[src/rtl/spike_rate_decoder.sv]
// Rate and inter-spike-interval decoder for a LIF spike train.
// Counts spikes over a programmable window and measures the most recent ISI.
module spike_rate_decoder #(
    parameter int unsigned CNT_W = 8
) (
    input  logic             clk,
    input  logic             rst_n,
    input  logic             en,
    input  logic             spike,
    input  logic [CNT_W-1:0] win_len,
    input  logic             ready,
    output logic [CNT_W-1:0] rate,
    output logic             valid,
    output logic [CNT_W-1:0] isi,
    output logic             isi_valid,
    output logic             ovf
);

    typedef enum logic [0:0] {StIdle, StRun} state_e;

    localparam logic [CNT_W-1:0] CntMax = '1;
    localparam logic [CNT_W-1:0] CntOne = CNT_W'(1);

    state_e           state;
    logic [CNT_W-1:0] win_cnt;
    logic [CNT_W-1:0] spk_cnt;
    logic [CNT_W-1:0] isi_cnt;
    logic [CNT_W-1:0] win_len_q;
    logic             seen_spike;

    logic [CNT_W-1:0] win_last;
    logic [CNT_W-1:0] spk_next;
    logic [CNT_W-1:0] isi_inc;
    logic             win_close;
    logic             xfer;

    // A latched length of 0 wraps to all-ones, giving a 2^CNT_W cycle window.
    assign win_last  = win_len_q - CntOne;
    assign win_close = (state == StRun) && (win_cnt == win_last);
    assign spk_next  = (spike && (spk_cnt != CntMax)) ? spk_cnt + CntOne : spk_cnt;
    assign isi_inc   = (isi_cnt != CntMax) ? isi_cnt + CntOne : isi_cnt;
    assign xfer      = valid && ready;

    always_ff @(posedge clk or negedge rst_n) begin
        if (!rst_n) begin
            state      <= StIdle;
            win_cnt    <= '0;
            spk_cnt    <= '0;
            isi_cnt    <= '0;
            win_len_q  <= '0;
            seen_spike <= 1'b0;
            rate       <= '0;
            valid      <= 1'b0;
            isi        <= '0;
            isi_valid  <= 1'b0;
            ovf        <= 1'b0;
        end else begin
            // Consumer handshake runs in both states; a window close below may re-raise valid.
            if (xfer) begin
                valid <= 1'b0;
            end

            unique case (state)
                StIdle: begin
                    win_cnt    <= '0;
                    spk_cnt    <= '0;
                    isi_cnt    <= '0;
                    seen_spike <= 1'b0;
                    ovf        <= 1'b0;
                    if (en) begin
                        state     <= StRun;
                        win_len_q <= win_len;
                    end
                end

                StRun: begin
                    if (win_close) begin
                        if (!valid || ready) begin
                            rate  <= spk_next;
                            valid <= 1'b1;
                        end else begin
                            ovf <= 1'b1;
                        end
                        win_cnt   <= '0;
                        spk_cnt   <= '0;
                        win_len_q <= win_len;
                    end else begin
                        win_cnt <= win_cnt + CntOne;
                        spk_cnt <= spk_next;
                    end

                    if (spike) begin
                        isi_cnt    <= CntOne;
                        seen_spike <= 1'b1;
                        if (seen_spike) begin
                            isi       <= isi_cnt;
                            isi_valid <= 1'b1;
                        end
                    end else begin
                        isi_cnt <= isi_inc;
                    end

                    // Leaving RUN discards partial window and ISI history.
                    if (!en) begin
                        state      <= StIdle;
                        win_cnt    <= '0;
                        spk_cnt    <= '0;
                        isi_cnt    <= '0;
                        seen_spike <= 1'b0;
                        ovf        <= 1'b0;
                    end
                end

                default: state <= StIdle;
            endcase
        end
    end

endmodule

[config.mk]
export PLATFORM = sky130hd
export DESIGN_NAME = spike_rate_decoder
export DESIGN_NICKNAME = d
export VERILOG_FILES = /design/src/rtl/spike_rate_decoder.sv
export SDC_FILE = /design/constraint.sdc
export NUM_CORES = 1
export LEC_CHECK = 0
export CAP_MARGIN = 30
export CORE_MARGIN = 3
export CORE_UTILIZATION = 59
export DETAILED_ROUTE_END_ITERATION = 10
export PLACE_DENSITY = 0.94
export SLEW_MARGIN = 20
export SYNTH_ARGS = -nofsm -noshare
export SYNTH_HDL_FRONTEND = slang
export SYNTH_SLANG_ARGS = --single-unit
[constraint.sdc]
create_clock -name clk -period 4 [get_ports clk]
set_clock_uncertainty 0.15 [all_clocks]
set_input_delay 1.2 -clock clk [delete_from_list [all_inputs] [get_ports clk]]
set_output_delay 1.2 -clock clk [all_outputs]
set_load 0.02 [all_outputs]
==> run summary, run 1 <==
The flow ran to the end, and the final reports show no timing, DRC or antenna violations. The initial core utilization is 62.9%. The layout cell share with drive strength beyond 1 is roughly a tenth. The average cell area after synthesis came out at 10.6 µm².

At the worst endpoint, the arrival time is 3.18 ns. The first global-routing pass estimated a little under 9000 µm of wire. The share of synthesized flip-flops with an asynchronous set or reset is 100%. In this run, CTS created clock tree buffers numbering 5. In the synthesized netlist the dominant register cell turns out to be dfrtp_1.

In the routed design, unresolved DRC markers number 0. The count of unique library cells instantiated by Yosys is 45. Leaving out fill and tap cells, the most frequent cell in the layout is dfrtp_1. The sort of element at the start of the critical path is a flop. The maximum vdd ir drop came out at approximately 0.32 mV.

The number of routed nets with antenna violations is 0. The die is 72.5 µm wide. The routed wirelength normalized by instance count came out at 16.0 µm.

The repair_antennas step left the layout with diodes totalling 0. The final number of hold-violating endpoints was 0. The iteration-0 DRC count of the detailed router is between 100 and 150. The relative slew slack is 47.2%.

The quantity of I/O buffers inserted on ports came out at 31. The CTS sink count came out at between 50 and 60. The worst hold path belongs to the class flop to flop. The aggregate global routing overflow is 0.

The final count of negative-setup-slack endpoints is 0. The number of maximum-capacitance constraint violations came out at 0. The post-CTS setup buffer count came out at 0. The post-detailed-route via-to-cell ratio came out at 5.92. The number of buffers on the longest clock path came out at 2. The critical path goes through inv_1, ha_1, or3b_1, or4_4, a211oi_4, o211a_1, o22ai_1. In this run the clock root is driven by a clkbuf_8.

The number of nets in the layout is 296. The post-synthesis instance area came out at around 0.0026 mm². The row count is 23. The maximum net fanout on the critical path came out at 26. The number of synthesis warnings is 0. The setup TNS is 0 ns. The number of I/O pins is 32. At the end of routability-driven placement, the weighted congestion stood at 0.880.

The critical path is of the flop to flop type. Static timing analysis puts the maximum clock frequency at 0.316 GHz. The region available for standard cell placement spans 0.00414 mm².

Setup repair after global routing left no endpoint under its margin. Dividing total power by cell area gives a power density of approximately 460 mW/mm². The share of the clock period used by the worst path after layout came out at 79.1%.

The pin count of the biggest net entering global routing is 38. The first detailed-routing pass ran for 4 iterations. The number of nets handed over by synthesis was approximately 260. The register bit total from synthesis came out at 53. The detailed-route via count is 1,954. The height of the chip is 72.5 µm.

The clock latency on the worst-skew pair came out at 0.32 ns. The clock tree from TritonCTS is yes. The number of instances in the synthesized netlist came out at 246.

Data on the critical path is required at its endpoint by 4.02 ns. The total global-route track usage is 21.7%. The area growth from synthesis to layout is 16.5%. The highest-delay cell along the critical path is o211a_1. After clock tree synthesis, the clock-pin slew on the worst setup and hold paths is 0.10 ns. The initial antenna violation count came to 0. The routed wire length is 5290 µm. The longest individual stage delay on the worst path came out at 0.71 ns.

The worst path needs 3.16 ns of the cycle, external delays included. The type of destination of the critical path is a flop. The max-slew violation count came out at 0. The hold buffer count at cts came out at 0. The number of cells upsized or downsized after cts came out at 0.

The depth of the CTS H-tree came out at 2. The number of enable-type register cells in the synthesized netlist came out at 0. The library cells used most frequently in the layout, excluding fill and tap cells, are 53 x dfrtp_1, 30 x clkdlybuf4s50_1, 26 x nand2_1. The share of the yosys chip area belonging to registers came out at 50.9%. The area of the die came out at 0.00525 mm². The via count of the first global-routing pass is 1,890. At the pin with the least slew margin, the transition time is 0.792 ns. The detailed placement HPWL came out at about 3800 µm.

The leakage power figure is 1.43 nW. The overall power came out at 0.00141 W.
worst paths after layout:
check                                  start           end  slack (ns)  cells after the start
min in group asynchronous              rst_n       rate[1]        0.80                      1
max in group asynchronous              rst_n  win_len_q[1]        2.18                      2
worst min-delay path               isi_valid     isi_valid        0.33                      1
worst max register to register  win_len_q[0]  win_len_q[0]        0.84                      7
worst max-delay path            win_len_q[0]  win_len_q[0]        0.84                      7
worst min register to register     isi_valid     isi_valid        0.33                      1
cell families after synthesis:
kind of cell	synth area share (%)
xor gates and xnor gates	6.39
buffers and inverters	3.74
and+or+nand+nor	19.8
DFF	50.9
AOI/OAI and AO/OA	9.51
muxes	7.73
adders and majority gates	1.92
cell usage after synthesis, types with 2 or more instances:
library cell,count,area (µm²)
a31oi_1,4,25.0
a32o_1,2,20.0
and2_1,3,18.8
and3_1,6,37.5
buf_6,3,33.8
clkbuf_1,4,15.0
dfrtp_1,53,1330
ha_1,4,50.1
inv_1,12,45.0
mux2_2,9,101
mux2i_1,10,100
nand2_1,26,97.6
nand2b_1,7,43.8
nand3_1,12,60.1
nand4_1,2,12.5
nor2_1,12,45.0
nor3_1,20,100
o211a_1,2,20.0
o21ai_0,5,25.0
o22ai_1,8,50.1
xnor2_1,9,78.8
xor2_1,10,87.6
report_power, final:
group          switching, W  internal, W
clock              0.000186     0.000125
sequential        0.0000717     0.000600
combinational      0.000236     0.000190
total              0.000494     0.000915
through the flow:
stage | util, % | cell area, µm² | instances | setup slack, ns | hold WS, ns
3_3_place_gp | 71.0 | 2940 | 322 | 0.999 | 0.303
3_5_place_dp | 71.0 | 2940 | 322 | 0.900 | 0.309
2_1_floorplan | - | 2610 | 246 | 1.43 | 0.311
6_report | 73.2 | 3040 | 330 | 0.837 | 0.330
4_1_cts | 73.2 | 3040 | 330 | 0.862 | 0.335
5_1_grt | 73.2 | 3040 | 330 | 0.696 | 0.362
worst max-delay path: cells and delay by family, from the launching register on:
| kind | cells | cell delay [ns] |
|---|---|---|
| flops | 1 | 0.45 |
| fa+ha+maj | 1 | 0.22 |
| buf+inv | 1 | 0.09 |
| simple gates | 2 | 0.86 |
| compound gates | 3 | 1.24 |
per-layer routing:
metal  global-route usage, %  vias to the layer above  share of wire [%]
met5                       0                        -                  0
met4                    7.99                        0                2.0
met3                    5.82                       10                4.6
met2                    34.7                       51                 50
met1                    28.7                      960                 44
li1                        -                      933                  -
registers in the layout (all words and copies together), names as in the netlist, 8 cells and up:
register / flops
isi: 8
isi_cnt: 8
rate: 8
spk_cnt: 8
win_cnt: 8
win_len_q: 8
final cells by class:
class / instances / area (µm²)
Sequential cell: 53 / 1330
Clock inverter: 3 / 22.5
Inverter: 12 / 45.0
Multi-Input combinational cell: 173 / 1180
Fill cell: 300 / 1110
Clock buffer: 5 / 68.8
Tap cell: 50 / 62.6
Timing Repair Buffer: 34 / 328
No activity file was read; power rests on OpenSTA's default activity.
==> run 2, diff against run 1 <==
CORE_UTILIZATION = 55   (was 59)
PLACE_DENSITY = 0.89   (was 0.94)
clock period = 3.2 ns   (was 4 ns; I/O delays follow)
==> run summary, run 2 (same netlist as run 1, synthesis figures left out) <==
The combinational share of power is 28.9% (was 30.3%). Status: finished, final reports clean (unchanged). The hold buffer count at cts is 0 (unchanged). The total buffers and inverters traversed by the critical path came out at 2 (was 1). The final design utilization is 69.0% (was 73.2%).

The share of the clock period used by the worst path after layout is 87.5% (was 79.1%). The longest individual stage delay on the worst path came to 0.45 ns (was 0.71 ns). The post-detailed-route via-to-cell ratio came out at 5.91 (was 5.92). The critical path's top delay family is simple AND/OR/NAND/NOR gates (was compound AO/OA/AOI/OAI gates). The routed wire length came out at 5170 µm (was 5290 µm). The total iterations of the first detailed-routing run was 4 (unchanged). The net switching share of the total power came out at 32.6% (was 35.1%). The number of cells upsized or downsized after cts is 0 (unchanged). The number of routed nets with antenna violations is 0 (unchanged). The total CTS buffers is 5 (unchanged). The row count is 24 (was 23). The most common cell after layout, fill and taps aside was dfrtp_1 (unchanged).

The final count of negative-setup-slack endpoints is 0 (unchanged). The core region area came out at 0.00447 mm² (was 0.00414 mm²). The clock latency on the worst-skew pair is 0.31 ns (was 0.32 ns). The max-slew violation count is 0 (unchanged). The internal power was 0.00124 W (was 0.000915 W).

The via count of the first global-routing pass is 1,921 (was 1,890). The start point of the worst min-delay path is isi_valid (unchanged). The layout cell share with drive strength beyond 1 came to 9.96% (was 9.64%).

The number of maximum-capacitance constraint violations is 0 (unchanged). The detailed placement HPWL is 3730 µm (was 3790 µm). The area growth from synthesis to layout is 18.4% (was 16.5%). The number of nets in the layout came to 297 (was 296). The transition time of the tightest slew-check pin came out at 0.621 ns (was 0.792 ns). The maximum net fanout on the critical path came to 10 (was 26). The global-route wire length before repair is 8940 µm (was 8870 µm). The highest routed metal layer is met4 (unchanged).

The total global-route track usage came out at 20.9% (was 21.7%). The initial antenna violation count came out at 0 (unchanged). The type of the most critical hold path was flop to flop (unchanged). Sequence of cells on the critical path: inv_1, ha_1, or3b_1, or4_4, a211oi_4, o211a_1, buf_4, o22ai_1 (was inv_1, ha_1, or3b_1, or4_4, a211oi_4, o211a_1, o22ai_1). The met3 layer wire length in the routed design came out at 208 µm (was 241 µm). The number of I/O pins came to 32 (unchanged). The post-CTS setup buffer count was 0 (unchanged). The number of buffers on the longest clock path is 2 (unchanged). The type of the setup path with the least slack is flop to flop (unchanged). The signal arrival time at the worst endpoint came out at 2.81 ns (was 3.18 ns). The number of antenna repair diodes came out at 0 (unchanged). The achievable frequency is 0.357 GHz (was 0.316 GHz). The areal power density over the cells was 598 mW/mm² (was 464 mW/mm²). The met2 wire length is 2590 µm (was 2630 µm). The pin count of the biggest net entering global routing came to 29 (was 38). The type of destination of the critical path is a flop (unchanged).

The CTS sink count is 53 (unchanged). The sort of element at the start of the critical path is a flop (unchanged). The quantity of I/O buffers inserted on ports came out at 31 (unchanged).

The detailed-route via count came out at 1,968 (was 1,954). The maximum vdd ir drop is 0.259 mV (was 0.324 mV). The relative slew slack is 58.5% (was 47.2%). Setup repair after global routing missed its margin: false (unchanged). The highest-delay cell along the critical path is dfrtp_1 (was o211a_1). The switching power total came out at 0.000602 W (was 0.000494 W). The final number of hold-violating endpoints is 0 (unchanged). The aggregate global routing overflow is 0 (unchanged). The proportion of power drawn by the clock network came out at 25.5% (was 22.1%). The power share of the sequential group came out at 45.5% (was 47.7%). The DRC violations left came out at 0 (unchanged). The beginning of the worst register-to-register path was win_len_q[0] (unchanged). The height of the chip came out at 74.8 µm (was 72.5 µm). The critical path launch point is win_len_q[0] (unchanged). The depth of the CTS H-tree came out at 2 (unchanged). The area of the die came out at 0.00560 mm² (was 0.00525 mm²). The critical path required time is 3.21 ns (was 4.02 ns). The clock input transition at the sequential cells of the worst setup and hold paths is 0.09 ns (was 0.10 ns). The initial core utilization came to 58.2% (was 62.9%). The time the worst path needs with I/O delays and setup is 2.80 ns (was 3.16 ns). The clock tree from TritonCTS is yes (unchanged). The iteration-0 DRC count of the detailed router was 105 (was 146). Most frequent cells in the layout: 53 x dfrtp_1, 30 x clkdlybuf4s50_1, 26 x nand2_1 (unchanged). The final weighted congestion in routability-driven placement was 0.881 (was 0.880).

The setup TNS is 0 ns (unchanged). The leakage power figure came out at 1.45 nW (was 1.43 nW). The met1 wire length is 2290 µm (was 2320 µm). The routed wirelength normalized by instance count is 15.5 µm (was 16.0 µm). The die extent in x came to 74.8 µm (was 72.5 µm). The master cell of the clock root buffer is clkbuf_8 (unchanged).
==> run 2: per-layer routing <==
layer  vias to the layer above  track usage [%]
met4                         0             7.31
li1                        933                -
met2                        41             33.4
met3                        10             6.14
met1                       984             27.2
met5                         -                0
==> run 2: power by group through the flow <==
stage | registers [W] | clock network (W) | logic (W)
floorplan | 0.000879 | 0 | 0.000313
global placement | 0.000846 | 0 | 0.000506
detailed placement | 0.000851 | 0 | 0.000524
CTS | 0.000839 | 0.000478 | 0.000536
global route | 0.000851 | 0.000510 | 0.000588
finish | 0.000841 | 0.000471 | 0.000534
==> run 2: path summary, 6_finish.rpt <==
| check | cells after the start | endpoint | slack [ns] |
|---|---|---|---|
| setup / recovery | 8 | win_len_q[3] | 0.40 |
| hold / removal | 1 | isi_valid | 0.35 |
| setup reg to reg | 8 | win_len_q[3] | 0.40 |
| hold reg to reg | 1 | isi_valid | 0.35 |
| max in group asynchronous | 2 | win_cnt[4] | 1.85 |
| min in group asynchronous | 1 | isi[7] | 0.50 |
==> run 2: cell type report <==
cell class / count / area, µm²
Tap cell: 52 / 65.1
Sequential cell: 53 / 1330
Timing Repair Buffer: 35 / 348
Fill cell: 313 / 1390
Clock inverter: 2 / 37.5
Inverter: 12 / 45.0
Clock buffer: 6 / 82.6
Multi-Input combinational cell: 173 / 1180
==> run 2: through the flow <==
| step | setup slack (ns) | instance area (µm²) | power (W) | std cells | hold WS [ns] |
|---|---|---|---|---|---|
| 2_1_floorplan | 0.629 | 2610 | 0.00119 | 246 | 0.311 |
| 3_3_place_gp | 0.369 | 2970 | 0.00135 | 325 | 0.301 |
| 3_5_place_dp | 0.313 | 2970 | 0.00137 | 325 | 0.328 |
| 4_1_cts | 0.410 | 3090 | 0.00185 | 333 | 0.354 |
| 5_1_grt | 0.273 | 3090 | 0.00195 | 333 | 0.373 |
| 6_report | 0.399 | 3090 | 0.00185 | 333 | 0.352 |
